**config.mk**
```make
export PLATFORM = sky130hd
export DESIGN_NAME = lcd12864_ctrl
export DESIGN_NICKNAME = d
export VERILOG_FILES = /design/src/rtl/lcd12864_ctrl.sv
export SDC_FILE = /design/constraint.sdc
export NUM_CORES = 1
export LEC_CHECK = 0
export CELL_PAD_IN_SITES_DETAIL_PLACEMENT = 0
export CELL_PAD_IN_SITES_GLOBAL_PLACEMENT = 1
export CORE_AREA = 3 3 105 107
export CTS_BUF_LIST = sky130_fd_sc_hd__clkbuf_4
export CTS_CLUSTER_DIAMETER = 60
export DETAILED_ROUTE_END_ITERATION = 12
export DIE_AREA = 0 0 108 110
export GPL_ROUTABILITY_DRIVEN = 0
export HOLD_SLACK_MARGIN = 0.08
export PLACE_DENSITY = 0.88
export SLEW_MARGIN = 15
export SYNTH_ARGS = -nofsm -noshare
export SYNTH_HDL_FRONTEND = slang
export SYNTH_SLANG_ARGS = --single-unit
```
**constraint.sdc**
```tcl
create_clock -name clk -period 4.1 [get_ports clk]
set_clock_uncertainty 0.15 [all_clocks]
set_input_delay 0.41 -clock clk [delete_from_list [all_inputs] [get_ports clk]]
set_output_delay 0.41 -clock clk [all_outputs]
set_load 0.05 [all_outputs]
```
**src/rtl/lcd12864_ctrl.sv**
```systemverilog
`timescale 1ns/1ps
// lcd12864_ctrl: ST7920 128x64 parallel-mode controller that initialises the panel and rewrites
// LINES x 16 characters from an external text buffer; LCD12864_AUTO_REFRESH_EN adds a periodic refresh.
module lcd12864_ctrl #(
   parameter int PWRUP_CYC   = 2_500_000,
   parameter int STEP_CYC    = 4_000,
   parameter int CLR_CYC     = 80_000,
   parameter int LINES       = 4,
   parameter int REFRESH_CYC = 50_000_000
) (
   input  logic       clk,
   input  logic       rst_n,
   input  logic       refresh,
   input  logic [7:0] char_data,
   output logic [5:0] char_addr,
   output logic       busy,
   output logic       done,
   output logic       RS,
   output logic       RW,
   output logic       EN,
   output logic       PSB,
   output logic [7:0] DB
);
   typedef enum logic [2:0] {PWRUP, INIT, IDLE, SETADDR, WRDATA, DONE} state_t;
   state_t      state;
   logic [31:0] cnt, n, cnt_nx;
   logic [1:0]  idx, line;
   logic [3:0]  col;
   logic        pending, req, last, en_nx, auto_tick;

   assign RW  = 1'b0;
   assign PSB = 1'b1;

   function automatic logic [7:0] cmd(input logic [1:0] i);
      return i == 2'd0 ? 8'h30 : i == 2'd1 ? 8'h0C : i == 2'd2 ? 8'h01 : 8'h06;
   endfunction

   // DDRAM line starts interleave: 0x80, 0x90, 0x88, 0x98
   function automatic logic [7:0] line_addr(input logic [1:0] l);
      return {1'b1, 2'b00, l[0], l[1], 3'b000};
   endfunction

`ifdef LCD12864_AUTO_REFRESH_EN
   logic [31:0] ref_cnt;
   always_ff @(posedge clk)
      if (!rst_n) ref_cnt <= '0;
      else ref_cnt <= auto_tick ? '0 : ref_cnt + 32'd1;
   assign auto_tick = ref_cnt == 32'(REFRESH_CYC - 1);
`else
   assign auto_tick = 1'b0 & (REFRESH_CYC != 0);
`endif

   always_comb begin
      n      = (state == INIT && idx == 2'd2) ? 32'(CLR_CYC) : 32'(STEP_CYC);
      last   = (state == PWRUP) ? cnt == 32'(PWRUP_CYC - 1) : cnt == n - 32'd1;
      cnt_nx = last ? '0 : cnt + 32'd1;
      en_nx  = (state == INIT || state == SETADDR || state == WRDATA) && !last &&
               cnt_nx >= n / 32'd4 && cnt_nx < (32'd3 * n) / 32'd4;
      req    = refresh | auto_tick;
   end

   always_ff @(posedge clk) begin
      if (!rst_n) begin
         state     <= PWRUP;
         cnt       <= '0;
         idx       <= '0;
         line      <= '0;
         col       <= '0;
         pending   <= 1'b0;
         EN        <= 1'b0;
         RS        <= 1'b0;
         DB        <= 8'h00;
         char_addr <= '0;
         busy      <= 1'b1;
         done      <= 1'b0;
      end else begin
         cnt  <= cnt_nx;
         EN   <= en_nx;
         done <= 1'b0;
         if (req && state != IDLE) pending <= 1'b1;
         case (state)
            PWRUP: if (last) begin
               state <= INIT;
               idx   <= 2'd0;
               DB    <= cmd(2'd0);
               RS    <= 1'b0;
            end
            INIT: if (last) begin
               if (idx == 2'd3) begin
                  state <= IDLE;
                  busy  <= 1'b0;
               end else begin
                  idx <= idx + 2'd1;
                  DB  <= cmd(idx + 2'd1);
               end
            end
            IDLE: begin
               cnt <= '0;
               if (req || pending) begin
                  state   <= SETADDR;
                  busy    <= 1'b1;
                  pending <= 1'b0;
                  line    <= 2'd0;
                  col     <= 4'd0;
                  RS      <= 1'b0;
                  DB      <= line_addr(2'd0);
               end
            end
            SETADDR: if (last) begin
               state     <= WRDATA;
               RS        <= 1'b1;
               char_addr <= {line, col};
            end
            WRDATA: begin
               // buffer data is taken two cycles after the address goes out
               if (cnt == 32'd2) DB <= char_data;
               if (last) begin
                  col <= col + 4'd1;
                  if (col != 4'd15) char_addr <= {line, col + 4'd1};
                  else if (line == 2'(LINES - 1)) begin
                     state <= DONE;
                     done  <= 1'b1;
                  end else begin
                     state <= SETADDR;
                     line  <= line + 2'd1;
                     RS    <= 1'b0;
                     DB    <= line_addr(line + 2'd1);
                  end
               end
            end
            DONE: begin
               state <= IDLE;
               busy  <= 1'b0;
            end
            default: state <= PWRUP;
         endcase
      end
   end
endmodule

```
Yosys cells after proc, flatten, opt, wreduce, memory -nomap -nowiden
Cells that the tools add are included.
{"block": "word_totals", "register_bits": 62, "input_bits": 11, "output_inout_bits": 20, "word_cells": 130}
{"block": "classes", "addsub": 5, "mul": 1, "n_lt_le_gt_ge": 2, "eq_ne": 25, "n_mux": 55, "bitwise_logic": 3, "n_reduce_logical": 27}
{"operator": "$mux 8", "count": 8}
{"operator": "$add 32x1->32 const B", "count": 1}
{"operator": "$eq 32x2->1 const B", "count": 1}
{"operator": "$eq 32x22->1 const B", "count": 1}
{"operator": "$eq 32x32->1", "count": 1}
{"operator": "$ge 32x15->1", "count": 1}
{"operator": "$lt 32x17->1", "count": 1}
{"operator": "$mux 32", "count": 1}
{"operator": "$pmux 8 s4", "count": 1}
{"operator": "$mux 3", "count": 9}
{"operator": "$mux 6", "count": 4}
{"operator": "$mul 2x17->19 const A", "count": 1}
{"operator": "$pmux 3 s6", "count": 1}
{"operator": "$sub 17x1->18 const B", "count": 1}
{"operator": "$mux 17", "count": 1}
{"operator": "$ne 2x2->1 const B", "count": 8}
{"operator": "$mux 1", "count": 14}
{"operator": "$mux 2", "count": 7}
{"operator": "$reduce_and 7->1", "count": 2}
{"operator": "$mux 4", "count": 3}
{"operator": "$pmux 6 s2", "count": 1}
{"operator": "$reduce_and 4->1", "count": 3}
{"operator": "$reduce_and 5->1", "count": 2}
{"operator": "$eq 2x2->1 const B", "count": 4}
{"operator": "25 further kinds", "count": 41}

Longest topological paths before layout
Gate-level depths: netlist (run 1).
{"block": "depth", "word_depth": 10, "depth_mapped": 17, "ltp_nobuf": 15}

Least setup slack after synthesis (run 1)
Ideal clock, no wire load.
{"block": "synth_timing", "path_kind": "reg2reg", "from": "reg idx[0]", "to": "reg EN", "setup_time_ns": 0.095, "t_arrival_ns": 3.689, "slack_ns": 0.165, "stages_incl_launch_ff": 17, "n_path_buf": 2, "cell_sequence": "dfxtp_1 inv_1 ha_1 nor4bb_1 buf_2 inv_1 o2111ai_1 o21a_1 nor4_1 clkbuf_1 nor2_1 ha_1 nand2_1 o31a_1 o2111a_1 or4_1 a221oi_1"}
{"block": "synth_between", "elab_chain_len": 10, "word_cells_on_any_way": 14, "cone_classes": "add/sub: 1; mul: 1; order compare: 2; eq/ne: 2; mux: 3; reduce/logical: 5"}
{"item": "start: declaration", "line": "27", "rtl": "logic [1:0] idx, line;"}
{"item": "start signal: assignment", "line": "93", "rtl": "idx <= idx + 2'd1;"}
{"item": "$eq 2x2->1 *", "line": "54", "rtl": "n = (state == INIT && idx == 2'd2) ? 32'(CLR_CYC) : 32'(STEP_CYC);"}
{"item": "$logic_and 1x1->1 *", "line": "54"}
{"item": "$mux 17 *", "line": "54"}
{"item": "$sub 17x1->18 *", "line": "55", "rtl": "last = (state == PWRUP) ? cnt == 32'(PWRUP_CYC - 1) : cnt == n - 32'd1;"}
{"item": "$eq 32x32->1 *", "line": "55"}
{"item": "$mux 1 *", "line": "55"}
{"item": "$mux 32 *", "line": "56", "rtl": "cnt_nx = last ? '0 : cnt + 32'd1;"}
{"item": "net cnt_nx[7]", "line": "26", "rtl": "logic [31:0] cnt, n, cnt_nx;"}
{"item": "$ge 32x15->1", "line": "58", "rtl": "cnt_nx >= n / 32'd4 && cnt_nx < (32'd3 * n) / 32'd4;"}
{"item": "$logic_and 1x1->1", "line": "57", "rtl": "en_nx = (state == INIT || state == SETADDR || state == WRDATA) && !last &&"}
{"item": "$logic_and 1x1->1 *", "line": "58"}
{"item": "end signal: assignment", "line": "78", "rtl": "EN <= en_nx;"}
{"item": "end: declaration", "line": "20", "rtl": "output logic EN,"}
The timed path passes the listed nets; every way through them passes the cells marked *.
A chain may end at the register's enable or synchronous reset.

Worst setup path after layout (run 1)
{"block": "layout_timing", "from": "reg idx[0]", "to": "reg EN"}
{"block": "layout_between", "elab_chain_len": 10, "word_cells_on_any_way": 14, "cone_classes": "add/sub: 1; mul: 1; order compare: 2; eq/ne: 2; mux: 3; reduce/logical: 5"}
{"item": "$eq 2x2->1 *", "line": "54"}
{"item": "$logic_and 1x1->1 *", "line": "54"}
{"item": "$mux 17 *", "line": "54"}
{"item": "branches (longest 6 deep; another with $lt 32x17->1)"}
{"item": "$logic_and 1x1->1 *", "line": "58"}
Mark *: on every way between the ends.

==> results of run 1 <==
-- through the flow --
step	power, W	util	std cells	hold slack, ns	worst slack (ns)
6_report	0.00114	0.457	681	0.312	0.280
3_3_place_gp	0.000671	0.439	665	0.299	0.361
5_1_grt	0.00118	0.457	681	0.350	0.0179
2_1_floorplan	0.000652	-	511	0.299	0.165
4_1_cts	0.00116	0.454	681	0.317	0.128
3_5_place_dp	0.000671	0.439	665	0.300	0.205
-- cells in the final DEF, fill, tap and decap left out, types with 11 or more instances in the layout --
cell type and count:
nor2_1 66, dfxtp_1 62, nand2_1 38, clkdlybuf4s50_1 28, xnor2_1 27, nand3_1 24, inv_1 22, nor3_1 21
o21ai_0 20, a21oi_1 20, ha_1 20, buf_4 17, nand4_1 12, nor4_1 11
-- Yosys cell counts (5+ instances only) --
master / number / area, um^2
nor4_1: 12 / 75.1
nand4_1: 12 / 75.1
inv_1: 22 / 82.6
xor2_1: 10 / 87.6
and3_1: 9 / 56.3
ha_1: 20 / 250
nand2_1: 38 / 143
nor2_1: 66 / 248
xnor2_1: 27 / 236
clkbuf_1: 17 / 63.8
a21oi_1: 20 / 100
dfxtp_1: 62 / 1240
nand2b_1: 5 / 31.3
o21ai_0: 20 / 100
a31oi_1: 9 / 56.3
nor3_1: 21 / 105
buf_2: 5 / 25.0
nand3_1: 24 / 120
mux2i_1: 9 / 90.1
o31ai_1: 5 / 37.5
nor2b_1: 10 / 62.6
-- area by class of cell --
type | count | area share
clock inverters | 7 | 0.0190
flip-flops and latches | 62 | 0.266
well taps | 136 | 0.0364
multi-input cells | 398 | 0.558
inverters | 24 | 0.0193
repair buffers | 45 | 0.0873
clock buffers | 9 | 0.0145
-- worst max-delay path, stage by stage, from the launching register on --
cell	delay [ns]
dfxtp_1	0.34
inv_1	0.07
ha_1	0.21
nor4bb_2	0.18
buf_4	0.17
inv_1	0.07
o2111ai_1	0.11
o21a_1	0.20
or4_1	0.57
nand2_1	0.09
ha_1	0.13
and4_1	0.18
o31ai_1	0.06
o31a_1	0.25
o2111a_1	0.24
or4_1	0.53
a221oi_2	0.18
-- path summary, 6_finish.rpt --
| path | from | to | slack (ns) | cells past startpoint |
|---|---|---|---|---|
| hold reg to reg | char_addr[5] | char_addr[5] | 0.31 | 2 |
| setup reg to reg | idx[0] | EN | 0.28 | 16 |
| hold / removal | char_addr[5] | char_addr[5] | 0.31 | 2 |
| setup / recovery | idx[0] | EN | 0.28 | 16 |
-- power by group through the flow --
stage                     logic (W)  registers (W)  clock network, W
after floorplan           0.0000301       0.000622                 0
after global placement    0.0000481       0.000623                 0
after detailed placement  0.0000483       0.000623                 0
after CTS                 0.0000487       0.000609          0.000502
after global routing      0.0000528       0.000610          0.000522
final                     0.0000495       0.000609          0.000486
-- per-layer routing --
| layer | share of wire | vias up |
|---|---|---|
| li1 | - | 1895 |
| met1 | 0.46 | 1771 |
| met2 | 0.47 | 117 |
| met3 | 0.050 | 23 |
| met4 | 0.020 | 0 |
| met5 | 0 | - |
-- state kept, by name (all words and copies together), names as in the netlist --
signal	cells
busy	1
char_addr	6
EN	1
line	2
col	4
cnt	32
DB	8
RS	1
pending	1
state	3
done	1
idx	2
-- what timing repair did --
item | CTS | global route
setup endpoints to repair | 0 | 1
resized for setup | 0 | 4
hold buffers | 0 | 0
-- cells by family after synthesis --
family	count (synthesis)	share of synthesized area
AOI/OAI and AO/OA	98	0.168
xor gates and xnor gates	37	0.0802
adders and majority gates	20	0.0619
buffers and inverters	51	0.0545
DFF	62	0.307
muxes	10	0.0251
other	2	0.00186
and+or+nand+nor	231	0.301
==> results.toml, run 1 <==
[synthesis]
seq_area_frac_synth = 0.307
synth_cell_type_count = 72
ys_ff_latch = 62
ys_async_sr_fraction = 0
synthFlopType = "dfxtp_1"
syn_nets = 542
syn_inst = 511
yosys_warnings = 0
synth.avg_cell_area_um2 = 7.91
synth_area_mm2 = 0.00404
synth_edf_count = 0

[die]
fp.dieArea_mm2 = 0.0119
boundaryPins = 31
rows = 37
die_h_um = 110
die_x_um = 108
start_util = 0.395
coreArea_mm2 = 0.0102

[timing]
hold_viol_final = 0
fin_crit_sh = 0.932
tns_ns = 0
drv_slew = 0
max_clock_freq_mhz = 262
fin_crit_ns = 3.82
tightest_slew_ns = 0.946
finalSetupViolCount = 0
rsz0062_at_grt = "no"
max-slew-margin-rel = 0.365

[clocking]
clk_latency_ns = 0.42
cts_tree = "yes"
post_cts_buffers = 0
clk_pin_slew_ns = 0.11
root_buffer = "clkbuf_4"
clkSinkCount = 62
htreeDepth = 3
cts_made_buffers = 9
clock_path_buffers = 2

[routing]
drt_iter0_drc = 233
drtPass1Iterations = 5
post-route-drc-count = 0
postRouteAntennaNets = 0
wl_per_cell_um = 15.7
num_vias = 3806
wl_mm = 10.7
vias_per_cell = 5.59

[cells_and_area]
num_antenna_cells = 0
fill_cells = 1007
drive_above_1_share = 0.0917
multi_input_area_mm2 = 0.00261
fin_area_mm2 = 0.00467
nets = 571
area_delta_synth_final_pct = 15.6
final-seq-area_mm2 = 0.00124

[global_routing]
gr-total-overflow = 0
use_met2 = 0.314
grt_util_all_layers = 0.188
grt_pass1_wl_mm = 17.8
grt.busiest_layer = "met2"
grt_util_met3 = 0.0338
grt_max_degree = 26
met1_usage = 0.245
antenna_found_initial = 0
grt_pass1_vias = 3601

[critical_path]
end_kind = "register"
worst-path-max-fanout = 7
path_class = "register to register"
startpoint_type = "register"
crit_required_ns = 4.28
cp_data_arrival_time_ns = 4.00

[placed_design]
placed_area_mm2 = 0.00449
hpwlAfterDp_mm = 7.99
io_buffers = 28

[job]
max-cap-violations = 0

[pwr]
ir_worst_vdd_mv = 0.157
intPower_w = 0.000868
power.leakage_nw = 1.65
p_comb_frac = 0.043
seqPwrFrac = 0.532
pwr-share-clk = 0.425
p_sw_w = 0.000277
power_density_mw_per_mm2 = 245
switching_share = 0.242

[min_path]
hold_path_class = "register to register"

[run_status]
status = "completed"
No activity file was read; power rests on OpenSTA's default activity.
==> run 2, diff against run 1 <==
--- a/config.mk
+++ b/config.mk
@@ -7,14 +7,14 @@
 export LEC_CHECK = 0
 export CELL_PAD_IN_SITES_DETAIL_PLACEMENT = 0
 export CELL_PAD_IN_SITES_GLOBAL_PLACEMENT = 1
-export CORE_AREA = 3 3 105 107
+export CORE_AREA = 3 3 104 106
 export CTS_BUF_LIST = sky130_fd_sc_hd__clkbuf_4
 export CTS_CLUSTER_DIAMETER = 60
 export DETAILED_ROUTE_END_ITERATION = 12
-export DIE_AREA = 0 0 108 110
+export DIE_AREA = 0 0 107 109
 export GPL_ROUTABILITY_DRIVEN = 0
 export HOLD_SLACK_MARGIN = 0.08
-export PLACE_DENSITY = 0.88
+export PLACE_DENSITY = 0.89
 export SLEW_MARGIN = 15
 export SYNTH_ARGS = -nofsm -noshare
 export SYNTH_HDL_FRONTEND = slang
==> results.toml, run 2 (synthesized netlist as in run 1, its figures left out) <==
[clocking]
root_buffer = "clkbuf_4"
clk_latency_ns = 0.45
postCtsHoldBufs = 0
clkSinkCount = 62
cts_tree = "yes"
htreeDepth = 3
clock_path_buffers = 2
clk_pin_slew_ns = 0.11
cts_made_buffers = 9

[die]
die_h_um = 109
rows = 36
coreArea_mm2 = 0.00986
die_x_um = 107
boundaryPins = 31
start_util = 0.410
fp.dieArea_mm2 = 0.0117

[cells_and_area]
multi_input_area_mm2 = 0.00261
layoutNonFillerInstCount = 680
fill_cells = 961
final_common_cell = "nor2_1"
drive_above_1_share = 0.0987
num_antenna_cells = 0
largest-register = "cnt"
reg.largest.list = "cnt: 32 flops, DB: 8 flops, char_addr: 6 flops"
layout_common_cells = "nor2_1, dfxtp_1, nand2_1"
final-seq-area_mm2 = 0.00124
nets = 573
fin_area_mm2 = 0.00472
area_delta_synth_final_pct = 16.8
largest_register_ff_count = 32

[pwr]
power_density_mw_per_mm2 = 260
power.leakage_nw = 1.67
ir_worst_vdd_mv = 0.150

[routing]
met2WireLength_mm = 5.05
vias_per_cell = 5.65
drt_iter0_drc = 261
wl_met1_mm = 4.91
post-route-drc-count = 0
wl_met3_um = 684
postRouteAntennaNets = 0
num_vias = 3843
wl_per_cell_um = 16.0
top_layer = "met4"
drtPass1Iterations = 5
wl_mm = 10.9

[global_routing]
grt_util_all_layers = 0.197
grt_pass1_vias = 3689
antenna_found_initial = 0
grt_max_degree = 26
gr-total-overflow = 0
grt_pass1_wl_mm = 18.2

[timing]
max-slew-margin-rel = 0.484
drv_slew = 0
max_clock_freq_mhz = 258
tightest_slew_ns = 0.768
rsz0062_at_grt = "no"
fin_crit_sh = 0.947
hold_viol_final = 0
fin_crit_ns = 3.88
tns_ns = 0
finalSetupViolCount = 0
hold_ws_ns = 0.309

[job]
max-cap-violations = 0

[min_path]
hold_path_class = "register to register"

[critical_path]
worst-path-max-fanout = 4
startpoint_type = "register"
cp_data_arrival_time_ns = 4.07
crit_required_ns = 4.29
path_class = "register to register"
end_kind = "register"

[placed_design]
placed_area_mm2 = 0.00450
hpwlAfterDp_mm = 7.93
io_buffers = 28
dpl.cell_count = 664

[run_status]
status = "completed"
-- run 2: cell count changes in the layout (fill, tap and decap cells not counted) --
cell,before,now
a221oi_1,0,1
clkinv_1,4,2
clkinv_2,1,0
buf_4,17,19
bufinv_16,2,3
nor4bb_2,1,0
a221oi_2,1,0
clkinv_4,1,2
clkinvlp_4,1,2
dfxtp_2,0,1
dfxtp_1,62,61
nor4bb_4,0,1
-- run 2: area by class of cell --
type,count,share of cell area
clock inverter,7,0.0260
sequential,62,0.263
timing repair buffer,47,0.0896
tap,133,0.0352
multi-input combinational,398,0.553
inverter,24,0.0191
clock buffer,9,0.0143
-- run 2: final timing paths --
kind	start	endpoint	slack, ns	cells past startpoint
min reg2reg	DB[2]	DB[2]	0.31	2
max reg2reg	idx[0]	EN	0.22	14
max	idx[0]	EN	0.22	14
min	DB[2]	DB[2]	0.31	2
-- run 2: report_power, final --
group / internal (W) / total [W] / switching, W
sequential: 0.000605 / 0.000609 / 0.00000398
combinational: 0.0000194 / 0.0000495 / 0.0000301
clock: 0.000310 / 0.000566 / 0.000257
total: 0.000935 / 0.00123 / 0.000291
-- run 2: what timing repair did --
| item | 4_1_cts | 5_1_grt |
|---|---|---|
| gates cloned | 0 | 0 |
| buffers inserted | 0 | 0 |
| endpoints found under the setup margin | 1 | 1 |
| endpoints found under the hold margin | 0 | 0 |
| resized for setup | 1 | 4 |
-- run 2: worst max-delay path: stages, from the launching register on --
cell	delay, ns
dfxtp_1	0.33
inv_1	0.10
ha_1	0.19
nor4bb_4	0.35
nand3_1	0.11
o21a_1	0.26
or4_1	0.57
nand2_1	0.09
ha_1	0.12
and4_1	0.19
o31ai_1	0.07
o31a_1	0.25
o2111a_1	0.25
or4_1	0.52
a221oi_1	0.21
-- run 2: metrics by stage --
stage	utilization	total power [W]	setup WS, ns
2_1_floorplan	-	0.000652	0.165
6_report	0.479	0.00123	0.218
3_3_place_gp	0.456	0.000672	0.309
4_1_cts	0.476	0.00124	0.0414
3_5_place_dp	0.456	0.000672	0.0489
5_1_grt	0.479	0.00127	0.00504
-- run 2: routing by layer --
| metal | global-route usage | up-vias |
|---|---|---|
| li1 | - | 1894 |
| met3 | 0.0290 | 24 |
| met2 | 0.321 | 153 |
| met1 | 0.254 | 1772 |
| met4 | 0.104 | 0 |
| met5 | 0 | - |
